**src/rtl/move_button_serializer.sv**
```systemverilog
// Replays an accepted {x, y} move as timed logic_0/logic_1 button pulses (MSB first), then one activity pulse.
// Optional board range check on accepted moves: define MOVE_BOARD_RANGE_CHECK_EN.
module move_button_serializer #(
    parameter int COORD_BITS   = 4,
    parameter int BOARD_SIZE   = 10,
    parameter int PULSE_CYCLES = 4,
    parameter int GAP_CYCLES   = 4
) (
    input  logic                  clk,
    input  logic                  reset,
    input  logic                  move_valid,
    input  logic [COORD_BITS-1:0] move_x,
    input  logic [COORD_BITS-1:0] move_y,
    output logic                  move_ready,
    output logic                  logic_0_button,
    output logic                  logic_1_button,
    output logic                  activity_button,
    output logic                  busy,
    output logic                  move_error,
    output logic [9:0]            moves_sent
);

    localparam int SHIFT_W = 2 * COORD_BITS;
    localparam int CNT_MAX = (PULSE_CYCLES > GAP_CYCLES) ? PULSE_CYCLES : GAP_CYCLES;
    localparam int CNT_W   = $clog2(CNT_MAX) + 1;
    localparam int BIT_W   = $clog2(SHIFT_W) + 1;

    localparam logic [CNT_W-1:0] PULSE_LAST      = CNT_W'(PULSE_CYCLES - 1);
    localparam logic [CNT_W-1:0] GAP_LAST        = CNT_W'(GAP_CYCLES - 1);
    // The IDLE/acceptance cycle supplies the final low cycle of the commit gap,
    // so COMMIT_GAP itself lasts one cycle less (and is skipped when GAP_CYCLES==1).
    localparam logic [CNT_W-1:0] COMMIT_GAP_LAST = CNT_W'((GAP_CYCLES > 1) ? GAP_CYCLES - 2 : 0);
    localparam logic [BIT_W-1:0] BITS_LAST       = BIT_W'(SHIFT_W - 1);

    typedef enum logic [2:0] {
        IDLE,
        BIT_PULSE,
        BIT_GAP,
        COMMIT_PULSE,
        COMMIT_GAP
    } state_t;

    state_t               state_reg, state_next;
    logic [CNT_W-1:0]     cnt_reg, cnt_next;
    logic [SHIFT_W-1:0]   shift_reg, shift_next;
    logic [BIT_W-1:0]     bits_reg, bits_next;
    logic                 reject;
    logic                 move_in_range;

    logic                 logic_0_reg, logic_0_next;
    logic                 logic_1_reg, logic_1_next;
    logic                 activity_reg, activity_next;
    logic                 busy_reg, busy_next;
    logic                 ready_reg, ready_next;
    logic                 error_reg, error_next;
    logic [9:0]           moves_sent_reg, moves_sent_next;

`ifdef MOVE_BOARD_RANGE_CHECK_EN
    localparam logic [COORD_BITS:0] BOARD_LIM = (COORD_BITS + 1)'(BOARD_SIZE);
    assign move_in_range = ({1'b0, move_x} < BOARD_LIM) && ({1'b0, move_y} < BOARD_LIM);
`else
    assign move_in_range = 1'b1;
`endif

    always_ff @(posedge clk) begin
        if (reset) begin
            state_reg      <= IDLE;
            cnt_reg        <= '0;
            shift_reg      <= '0;
            bits_reg       <= '0;
            logic_0_reg    <= 1'b0;
            logic_1_reg    <= 1'b0;
            activity_reg   <= 1'b0;
            busy_reg       <= 1'b0;
            ready_reg      <= 1'b1;
            error_reg      <= 1'b0;
            moves_sent_reg <= '0;
        end else begin
            state_reg      <= state_next;
            cnt_reg        <= cnt_next;
            shift_reg      <= shift_next;
            bits_reg       <= bits_next;
            logic_0_reg    <= logic_0_next;
            logic_1_reg    <= logic_1_next;
            activity_reg   <= activity_next;
            busy_reg       <= busy_next;
            ready_reg      <= ready_next;
            error_reg      <= error_next;
            moves_sent_reg <= moves_sent_next;
        end
    end

    always_comb begin
        state_next = state_reg;
        cnt_next   = cnt_reg;
        shift_next = shift_reg;
        bits_next  = bits_reg;
        reject     = 1'b0;
        case (state_reg)
            IDLE: begin
                if (move_valid) begin
                    if (move_in_range) begin
                        state_next = BIT_PULSE;
                        shift_next = {move_x, move_y};
                        bits_next  = BITS_LAST;
                        cnt_next   = '0;
                    end else begin
                        reject = 1'b1;
                    end
                end
            end
            BIT_PULSE: begin
                if (cnt_reg == PULSE_LAST) begin
                    state_next = BIT_GAP;
                    cnt_next   = '0;
                end else begin
                    cnt_next = cnt_reg + 1'b1;
                end
            end
            BIT_GAP: begin
                if (cnt_reg == GAP_LAST) begin
                    cnt_next   = '0;
                    shift_next = shift_reg << 1;
                    if (bits_reg == '0) begin
                        state_next = COMMIT_PULSE;
                    end else begin
                        bits_next  = bits_reg - 1'b1;
                        state_next = BIT_PULSE;
                    end
                end else begin
                    cnt_next = cnt_reg + 1'b1;
                end
            end
            COMMIT_PULSE: begin
                if (cnt_reg == PULSE_LAST) begin
                    cnt_next   = '0;
                    state_next = (GAP_CYCLES > 1) ? COMMIT_GAP : IDLE;
                end else begin
                    cnt_next = cnt_reg + 1'b1;
                end
            end
            COMMIT_GAP: begin
                if (cnt_reg == COMMIT_GAP_LAST) begin
                    cnt_next   = '0;
                    state_next = IDLE;
                end else begin
                    cnt_next = cnt_reg + 1'b1;
                end
            end
            default: begin
                state_next = IDLE;
                cnt_next   = '0;
            end
        endcase
    end

    // Outputs are decoded from the next state so the registered buttons line up with it.
    always_comb begin
        logic_1_next    = (state_next == BIT_PULSE) && shift_next[SHIFT_W-1];
        logic_0_next    = (state_next == BIT_PULSE) && !shift_next[SHIFT_W-1];
        activity_next   = (state_next == COMMIT_PULSE);
        busy_next       = (state_next != IDLE);
        ready_next      = (state_next == IDLE);
        error_next      = reject;
        moves_sent_next = moves_sent_reg;
        if ((state_next == COMMIT_PULSE) && (state_reg != COMMIT_PULSE)) begin
            moves_sent_next = moves_sent_reg + 10'd1;
        end
    end

    assign move_ready      = ready_reg;
    assign logic_0_button  = logic_0_reg;
    assign logic_1_button  = logic_1_reg;
    assign activity_button = activity_reg;
    assign busy            = busy_reg;
    assign move_error      = error_reg;
    assign moves_sent      = moves_sent_reg;

endmodule

```
**config.mk**
```make
export PLATFORM = sky130hd
export DESIGN_NAME = move_button_serializer
export DESIGN_NICKNAME = d
export VERILOG_FILES = /design/src/rtl/move_button_serializer.sv
export SDC_FILE = /design/constraint.sdc
export NUM_CORES = 1
export LEC_CHECK = 0
export BUFFER_PORTS_ARGS = -buffer_cell sky130_fd_sc_hd__buf_2
export CORE_AREA = 8 8 63 65
export CTS_BUF_LIST = sky130_fd_sc_hd__clkbuf_16
export CTS_CLUSTER_SIZE = 12
export DETAILED_ROUTE_END_ITERATION = 6
export DIE_AREA = 0 0 71 73
export PLACE_DENSITY = 0.87
export SLEW_MARGIN = 10
export SYNTH_ARGS = -nofsm -noshare
export SYNTH_HDL_FRONTEND = slang
export SYNTH_SLANG_ARGS = --single-unit
```
**constraint.sdc**
```tcl
create_clock -name clk -period 3.2 [get_ports clk]
set_input_delay 0.16 -clock clk [delete_from_list [all_inputs] [get_ports clk]]
set_output_delay 0.16 -clock clk [all_outputs]
set_load 0.01 [all_outputs]
```
==> impl_metrics.json, run 1 <==
{
  "cts_buffer_depth": 2,
  "grt_max_degree": 30,
  "cp-startpoint": "cnt_reg[0]",
  "cts_tree": "yes",
  "top_layer_used": "met4",
  "vias": 1478,
  "initial_core_util_pct": 57.0,
  "finalSetupViolations": 0,
  "finalHoldViolCount": 0,
  "viasPerCell": 5.94,
  "slew_viol_final": 0,
  "drt_iter0_markers": 86,
  "area_growth_pct": 15.2,
  "crit_path_end": "moves_sent[6]",
  "power-per-cell-area_mw_per_mm2": 513,
  "worstPathMaxFanout": 10,
  "layout_setup_ws_ns": 0.984,
  "path_clk_slew_ns": 0.06,
  "finalCritPeriodShare_pct": 69.3,
  "syn-num-nets": 214,
  "synth_top_area_cell": "dfxtp_1",
  "skew_ns": 0.00464,
  "regArea_sq_um": 661,
  "drt-met1-wl_um": 1620,
  "ys_seq_elements": 33,
  "synth-async-reset-ratio_pct": 0,
  "dpl.hpwl_um": 2570,
  "largest_reg_flops": 10,
  "synth_edf_count": 0,
  "final_common_cell": "dfxtp_1",
  "drt-wirelength-per-cell_um": 14.9,
  "grt_pass1_wl_um": 6240,
  "grt_pass1_vias": 1437,
  "drc": 0,
  "die_area_sq_mm": 0.00518,
  "die_w_um": 71,
  "synth_top_area_share_pct": 39.3,
  "route.met3.wl_um": 234,
  "port_buffers": 25,
  "root_buffer": "clkbuf_16",
  "hold_path.class": "in -> reg",
  "status": "completed",
  "grt_remaining_overflow": 0,
  "grt_antenna_before_repair": 0,
  "synthTopCellsByArea": "dfxtp_1 (39%), ha_1 (6.7%), a21oi_1 (6.2%)",
  "syn-instance-count": 194,
  "first_pass_iters": 4,
  "place_congestion": 0.810,
  "n_antenna_cell": 0,
  "reg2reg_depth": 6,
  "ctsHoldBuffers": 0,
  "avgSynthCellArea_sq_um": 8.67,
  "relSlewSlack_pct": 54.7,
  "rows": 20,
  "synth_cell_types": 49,
  "core_sq_mm": 0.00295,
  "nets": 235,
  "cap_violations": 0,
  "mostFrequentLayoutCells": "dfxtp_1 (33), buf_2 (25), a21oi_1 (21)",
  "h-tree-depth": 2,
  "r2r-start": "cnt_reg[0]",
  "rsz0062_at_grt": "false",
  "wl_met2_um": 1800,
  "clk_latency_ns": 0.28,
  "setup_tns_ns": 0,
  "cts-resized-gates": 0,
  "synth_ff_type": "dfxtp_1",
  "netlist_area_sq_mm": 0.00168,
  "numCtsBuffers": 5,
  "track_usage_pct": 14.7,
  "die_y_um": 73,
  "cts_setup_buffers": 0,
  "fillCellCount": 260,
  "ioPinCount": 27,
  "timing.rr.end": "moves_sent[6]",
  "cp-start-kind": "register",
  "critPathArrivalTime_ns": 2.42,
  "fmax_ghz": 0.451,
  "critical_path_class": "reg -> reg",
  "drt-total-wl_um": 3710,
  "min_period_ns": 2.22,
  "p_leak_nw": 0.761,
  "pre_cts_ws_ns": 0.990,
  "r2r_slack_ns": 0.98,
  "antenna_left": 0,
  "tightest_slew_ns": 0.679,
  "ir_drop_v": 0.000446,
  "clock-sinks": 33,
  "yosys_warnings": 0,
  "multi_input_area_sq_um": 935,
  "layout-drive-gt1-share_pct": 18.1,
  "endpoint_kind": "register",
  "holdPathStages": 3,
  "synth_seq_area_share_pct": 39.3,
  "crit_required_ns": 3.40
}
power by group:
part | internal (W) | total, W | switching [W]
clock | 0.000287 | 0.000469 | 0.000181
sequential | 0.000427 | 0.000441 | 0.0000137
combinational | 0.0000349 | 0.0000854 | 0.0000505
cell usage after synthesis, types with 2 or more instances:
master	instances
o21bai_1	2
a211oi_1	2
nor3_1	4
nor2_1	16
xnor2_1	3
and4_1	2
nor2b_1	2
a31oi_1	2
nand2_1	15
o21ai_0	5
buf_4	2
or3_1	2
a21o_1	3
inv_1	8
clkbuf_1	7
nand4_1	2
or4_1	5
and2_1	2
a22oi_1	6
a21oi_1	21
nand2b_1	3
xor2_1	3
nand3_1	8
ha_1	9
o31ai_1	4
dfxtp_1	33
how the worst min path moves through the flow:
stage,endpoint,start,slack [ns]
CTS,shift_reg[6],move_x[2],0.13
finish,shift_reg[6],move_x[2],0.13
global placement,shift_reg[6],move_x[2],0.40
floorplan,shift_reg[6],move_x[2],0.31
global route,shift_reg[0],move_y[0],0.17
detailed placement,shift_reg[6],move_x[2],0.41
metrics by stage:
step / area [sq um] / std cells / utilization, % / hold WS, ns / power [W]
after floorplan: 1680 / 194 / - / 0.306 / 0.000508
after global placement: 1790 / 241 / 60.7 / 0.398 / 0.000530
after detailed placement: 1790 / 241 / 60.7 / 0.414 / 0.000533
after CTS: 1940 / 249 / 65.7 / 0.131 / 0.000995
after global routing: 1940 / 249 / 65.7 / 0.171 / 0.00102
final: 1940 / 249 / 65.7 / 0.130 / 0.000995
metal layers:
| layer | vias up | global-route usage (%) |
|---|---|---|
| li1 | 739 | - |
| met1 | 695 | 16.5 |
| met2 | 38 | 24.3 |
| met3 | 6 | 5.22 |
| met4 | 0 | 7.39 |
| met5 | - | 0 |
logic make-up after synthesis:
group / Yosys count / synth area share (%)
adder cells (fa/ha/maj): 9 / 6.69
AND/OR/NAND/NOR: 70 / 23.6
multiplexers: 1 / 0.595
AO/OA/AOI/OAI: 55 / 21.3
buffers and inverters: 19 / 5.20
XOR/XNOR: 6 / 3.12
other: 1 / 0.223
flip-flops: 33 / 39.3
final cells by class:
type	count	share of cell area, %
clock buffer	5	6.45
sequential	33	34.1
inverter	8	1.55
tap	33	2.13
multi-input combinational	142	48.2
clock inverter	3	1.16
timing repair buffer	25	6.45
worst max-delay path: stages (launching register included):
cell and delay (ns):
dfxtp_1 0.37, ha_1 0.21, ha_1 0.33, and4bb_2 0.43, o21ai_2 0.15, or4_1 0.49, a21oi_1 0.16
(Power assumes the default switching activity.)
==> run 2: changes to the inputs <==
- CORE_AREA: 8 8 63 65 -> 8 8 68 70
- DIE_AREA: 0 0 71 73 -> 0 0 76 78
- PLACE_DENSITY: 0.87 -> 0.79
- clock period: 3.2 -> 2 ns (I/O delays scaled with it)
==> run 2 against run 1 <==
Clock power up 83%. Routed wire length up 4.9%. Utilization down 8.2 points. Via count up 3.7%. Final cell count up 9.6%. Die area up 14%. Sequential power up 60%. Critical endpoint is now moves_sent[8]. Largest cell class unchanged.
==> impl_metrics.json, run 2 (synthesized netlist as in run 1, its figures left out) <==
{
  "status": "completed",
  "die_w_um": 76,
  "grt_antenna_before_repair": 0,
  "clock-sinks": 33,
  "first_pass_iters": 4,
  "reg2reg_depth": 6,
  "nets": 244,
  "place_congestion": 0.912,
  "hold_path.class": "in -> reg",
  "fmax_ghz": 0.532,
  "crit_required_ns": 2.21,
  "ir_drop_v": 0.000641,
  "endpoint_kind": "register",
  "cts_buffer_depth": 2,
  "numCtsBuffers": 5,
  "slew_viol_final": 0,
  "critPathArrivalTime_ns": 2.09,
  "initial_core_util_pct": 47.4,
  "fillCellCount": 323,
  "die_y_um": 78,
  "grt_max_degree": 30,
  "final_common_cell": "dfxtp_1",
  "tightest_slew_ns": 0.540,
  "cts-resized-gates": 0,
  "port_buffers": 25,
  "worstPathMaxFanout": 7,
  "setup_tns_ns": 0,
  "layout_setup_ws_ns": 0.120,
  "n_antenna_cell": 0,
  "path_clk_slew_ns": 0.05,
  "drt-wirelength-per-cell_um": 14.3,
  "p_leak_nw": 0.829,
  "die_area_sq_mm": 0.00593,
  "drc": 0,
  "whs_ns": 0.0693,
  "finalHoldViolCount": 0,
  "cts_tree": "yes",
  "cp-start-kind": "register",
  "ioPinCount": 27,
  "relSlewSlack_pct": 63.9,
  "largest_reg_flops": 10,
  "rows": 22,
  "regArea_sq_um": 661,
  "viasPerCell": 5.62,
  "skew_ns": 0.00681,
  "mostFrequentLayoutCells": "dfxtp_1 (33), buf_2 (25), a21oi_1 (21)",
  "layout-drive-gt1-share_pct": 20.4,
  "pre_cts_ws_ns": 0.147,
  "clk_latency_ns": 0.28,
  "multi_input_area_sq_um": 935,
  "h-tree-depth": 2,
  "finalCritPeriodShare_pct": 94.0,
  "drt_iter0_markers": 112,
  "holdPathStages": 3,
  "dpl.hpwl_um": 2800,
  "finalSetupViolations": 0,
  "min_period_ns": 1.88,
  "core_sq_mm": 0.00355,
  "drt-total-wl_um": 3890,
  "cap_violations": 0,
  "power-per-cell-area_mw_per_mm2": 837,
  "vias": 1533,
  "antenna_left": 0,
  "grt_pass1_wl_um": 6780,
  "rsz0062_at_grt": "false",
  "track_usage_pct": 13.7,
  "r2r_slack_ns": 0.12,
  "grt_pass1_vias": 1485,
  "grt_remaining_overflow": 0,
  "critical_path_class": "reg -> reg",
  "cts_setup_buffers": 0,
  "root_buffer": "clkbuf_16",
  "area_growth_pct": 21.3,
  "ctsHoldBuffers": 0
}
-- run 2: cell types whose count changed in the layout (fill, tap and decap cells not counted) --
cell	change
clkinvlp_4	-3
buf_4	+9
clkinv_1	+1
bufinv_16	+1
inv_1	+1
-- run 2: final timing paths --
kind                        end         start
setup / recovery  moves_sent[8]    cnt_reg[0]
hold / removal     shift_reg[6]     move_x[2]
setup reg to reg  moves_sent[8]    cnt_reg[0]
hold reg to reg    shift_reg[2]  shift_reg[2]
-- run 2: layout make-up --
| type | instances | area share [%] |
|---|---|---|
| multi-input cells | 142 | 45.8 |
| repair buffers | 34 | 9.44 |
| inverters | 8 | 1.47 |
| flip-flops and latches | 33 | 32.4 |
| clock buffers | 5 | 6.13 |
| clock inverters | 3 | 1.84 |
| well taps | 48 | 2.94 |
-- run 2: metal layers --
| metal | wire (um) | vias to the layer above | track usage (%) |
|---|---|---|---|
| li1 | - | 758 | - |
| met1 | 1670 | 728 | 15.4 |
| met2 | 1870 | 39 | 22.4 |
| met3 | 275 | 8 | 5.41 |
| met4 | 80 | 0 | 6.47 |
| met5 | 0 | - | 0 |
-- run 2: worst max-delay path, cell delays in order, from the launching register on --
cell and delay (ns):
dfxtp_1 0.39, ha_1 0.23, ha_1 0.18, and4bb_2 0.29, o21ai_2 0.11, or4_1 0.48, a21oi_1 0.14
-- run 2: per-stage QoR --
step / instances / util [%] / total power, W / instance area, sq um
4_1_cts: 273 / 57.5 / 0.00171 / 2040
2_1_floorplan: 194 / - / 0.000813 / 1680
6_report: 273 / 57.5 / 0.00171 / 2040
5_1_grt: 273 / 57.5 / 0.00177 / 2040
3_5_place_dp: 265 / 52.9 / 0.000865 / 1880
3_3_place_gp: 265 / 52.9 / 0.000861 / 1880
-- run 2: report_power, final --
part           internal [W]  switching (W)
clock network      0.000578       0.000278
registers          0.000684      0.0000225
logic             0.0000649      0.0000818
==> run 3: changes to the inputs <==
- CORE_AREA: 8 8 68 70 -> 8 8 77 79
- DIE_AREA: 0 0 76 78 -> 0 0 85 87
- PLACE_DENSITY: 0.79 -> 0.64
- SETUP_SLACK_MARGIN: not set -> 0.2
==> run 3 against run 2 <==
Clock power is 2% higher. Die area is 25% higher. Critical path type unchanged. Final area increased by 5.2%.
==> impl_metrics.json, run 3 (synthesized netlist as in run 1, its figures left out) <==
{
  "vias": 1483,
  "intPower_w": 0.00134,
  "final_core_util_pct": 44.3,
  "drt_iter0_markers": 62,
  "critPathMaxStageDelay_ns": 0.50,
  "grt_remaining_overflow": 0,
  "cp-start-kind": "register",
  "critPathArrivalTime_ns": 1.93,
  "grt_pass1_vias": 1493,
  "status": "completed",
  "p_sw_w": 0.000397,
  "drc": 0,
  "finalSetupViolations": 0,
  "final_common_cell": "dfxtp_1",
  "core_sq_mm": 0.00485,
  "numCtsBuffers": 5,
  "path_common_cell": "ha_4",
  "grt.busiest_layer": "met2",
  "pwr-share-clk_pct": 50.3,
  "cts_buffer_depth": 2,
  "whs_ns": 0.0597,
  "n_antenna_cell": 0,
  "grt_use_met1_pct": 13.1,
  "grt_antenna_before_repair": 0,
  "h-tree-depth": 2,
  "rows": 26,
  "ctsHoldBuffers": 0,
  "setup_tns_ns": 0,
  "fillCellCount": 469,
  "dpl.hpwl_um": 2980,
  "ioPinCount": 27,
  "clock-sinks": 33,
  "die_w_um": 85,
  "hold_path.class": "in -> reg",
  "pre_cts_ws_ns": 0.197,
  "mostFrequentLayoutCells": "dfxtp_1 (31), buf_2 (25), a21oi_1 (20)",
  "cpMaxStageDelayCell": "or4_1",
  "rsz0062_at_grt": "true",
  "ir_drop_v": 0.000480,
  "die_area_sq_mm": 0.00740,
  "p_leak_nw": 0.841,
  "viasPerCell": 5.24,
  "finalHoldViolCount": 0,
  "initial_core_util_pct": 34.7,
  "endpoint_kind": "register",
  "antenna_left": 0,
  "fmax_ghz": 0.584,
  "path_clk_slew_ns": 0.06,
  "port_buffers": 25,
  "die_y_um": 87,
  "drt-wirelength-per-cell_um": 14.5,
  "met3_usage_pct": 2.83,
  "worstPathMaxFanout": 7,
  "place_congestion": 0.842,
  "clk_latency_ns": 0.28,
  "first_pass_iters": 4,
  "power-per-cell-area_mw_per_mm2": 811,
  "track_usage_pct": 11.5,
  "layout-drive-gt1-share_pct": 26.0,
  "critical_path_class": "reg -> reg",
  "cap_violations": 0,
  "power_frac_comb_pct": 9.5,
  "nets": 246,
  "power_switching_share_pct": 22.8,
  "finalCritPeriodShare_pct": 85.6,
  "layout_setup_ws_ns": 0.287,
  "root_buffer": "clkbuf_16",
  "slew_viol_final": 0,
  "crit_required_ns": 2.21,
  "cts_tree": "yes",
  "pwr-share-seq_pct": 40.3,
  "fin_total_pwr_w": 0.00174,
  "skew_ns": 0.00603,
  "path_cells": "ha_4, ha_4, and4bb_4, o21ai_4, or4_1, a21oi_1",
  "largest_reg_flops": 10,
  "area_growth_pct": 27.5,
  "grt_pass1_wl_um": 6870,
  "min_period_ns": 1.71,
  "drt-total-wl_um": 4090,
  "grt_max_degree": 16,
  "grt_use_met2_pct": 19.6
}
==> run 3: power by group through the flow <==
stage	Sequential (W)	Clock (W)	Combinational [W]
detailed placement	0.000716	0	0.000155
global route	0.000704	0.000932	0.000183
CTS	0.000702	0.000895	0.000157
floorplan	0.000716	0	0.0000995
global placement	0.000715	0	0.000155
finish	0.000701	0.000875	0.000165
==> run 3: per-layer routing <==
metal | vias to the layer above | wire length (um) | part of all wire, %
met1 | 685 | 1890 | 46
met5 | - | 0 | 0
met2 | 26 | 2010 | 49
met3 | 4 | 128 | 3.1
li1 | 768 | - | -
met4 | 0 | 59 | 1.4
==> run 3: layout make-up <==
| cell class | instances | area (sq um) | area share [%] |
|---|---|---|---|
| repair buffers | 36 | 208 | 9.68 |
| flip-flops and latches | 33 | 668 | 31.1 |
| well taps | 56 | 70.1 | 3.27 |
| clock buffers | 5 | 125 | 5.83 |
| inverters | 8 | 30.0 | 1.40 |
| clock inverters | 3 | 46.3 | 2.16 |
| multi-input cells | 142 | 998 | 46.5 |
==> run 3: metrics by stage <==
stage                     cell area [sq um]  std cells
after CTS                              2110        283
after floorplan                        1720        194
after global placement                 1930        274
after global routing                   2150        283
final                                  2150        283
after detailed placement               1930        274
==> run 3: repair_timing <==
action | in CTS | in global routing
gates resized for setup | 0 | 10
pin swaps | 0 | 0
setup buffers | 1 | 0
endpoints found under the setup margin | 1 | 10
cloned | 0 | 0
==> run 3: worst paths after layout <==
| path | startpoint | to | slack, ns | cells after the start |
|---|---|---|---|---|
| setup reg to reg | cnt_reg[1] | moves_sent[6] | 0.29 | 6 |
| setup / recovery | cnt_reg[1] | moves_sent[6] | 0.29 | 6 |
| hold / removal | move_x[2] | shift_reg[6] | 0.06 | 3 |
| hold reg to reg | shift_reg[3] | shift_reg[3] | 0.46 | 2 |
==> run 3: critical path: cells and delay by family, from the launching register on <==
| kind | cells | cell delay, ns |
|---|---|---|
| fa+ha+maj | 2 | 0.28 |
| flops | 1 | 0.36 |
| compound gates | 2 | 0.22 |
| simple gates | 2 | 0.78 |
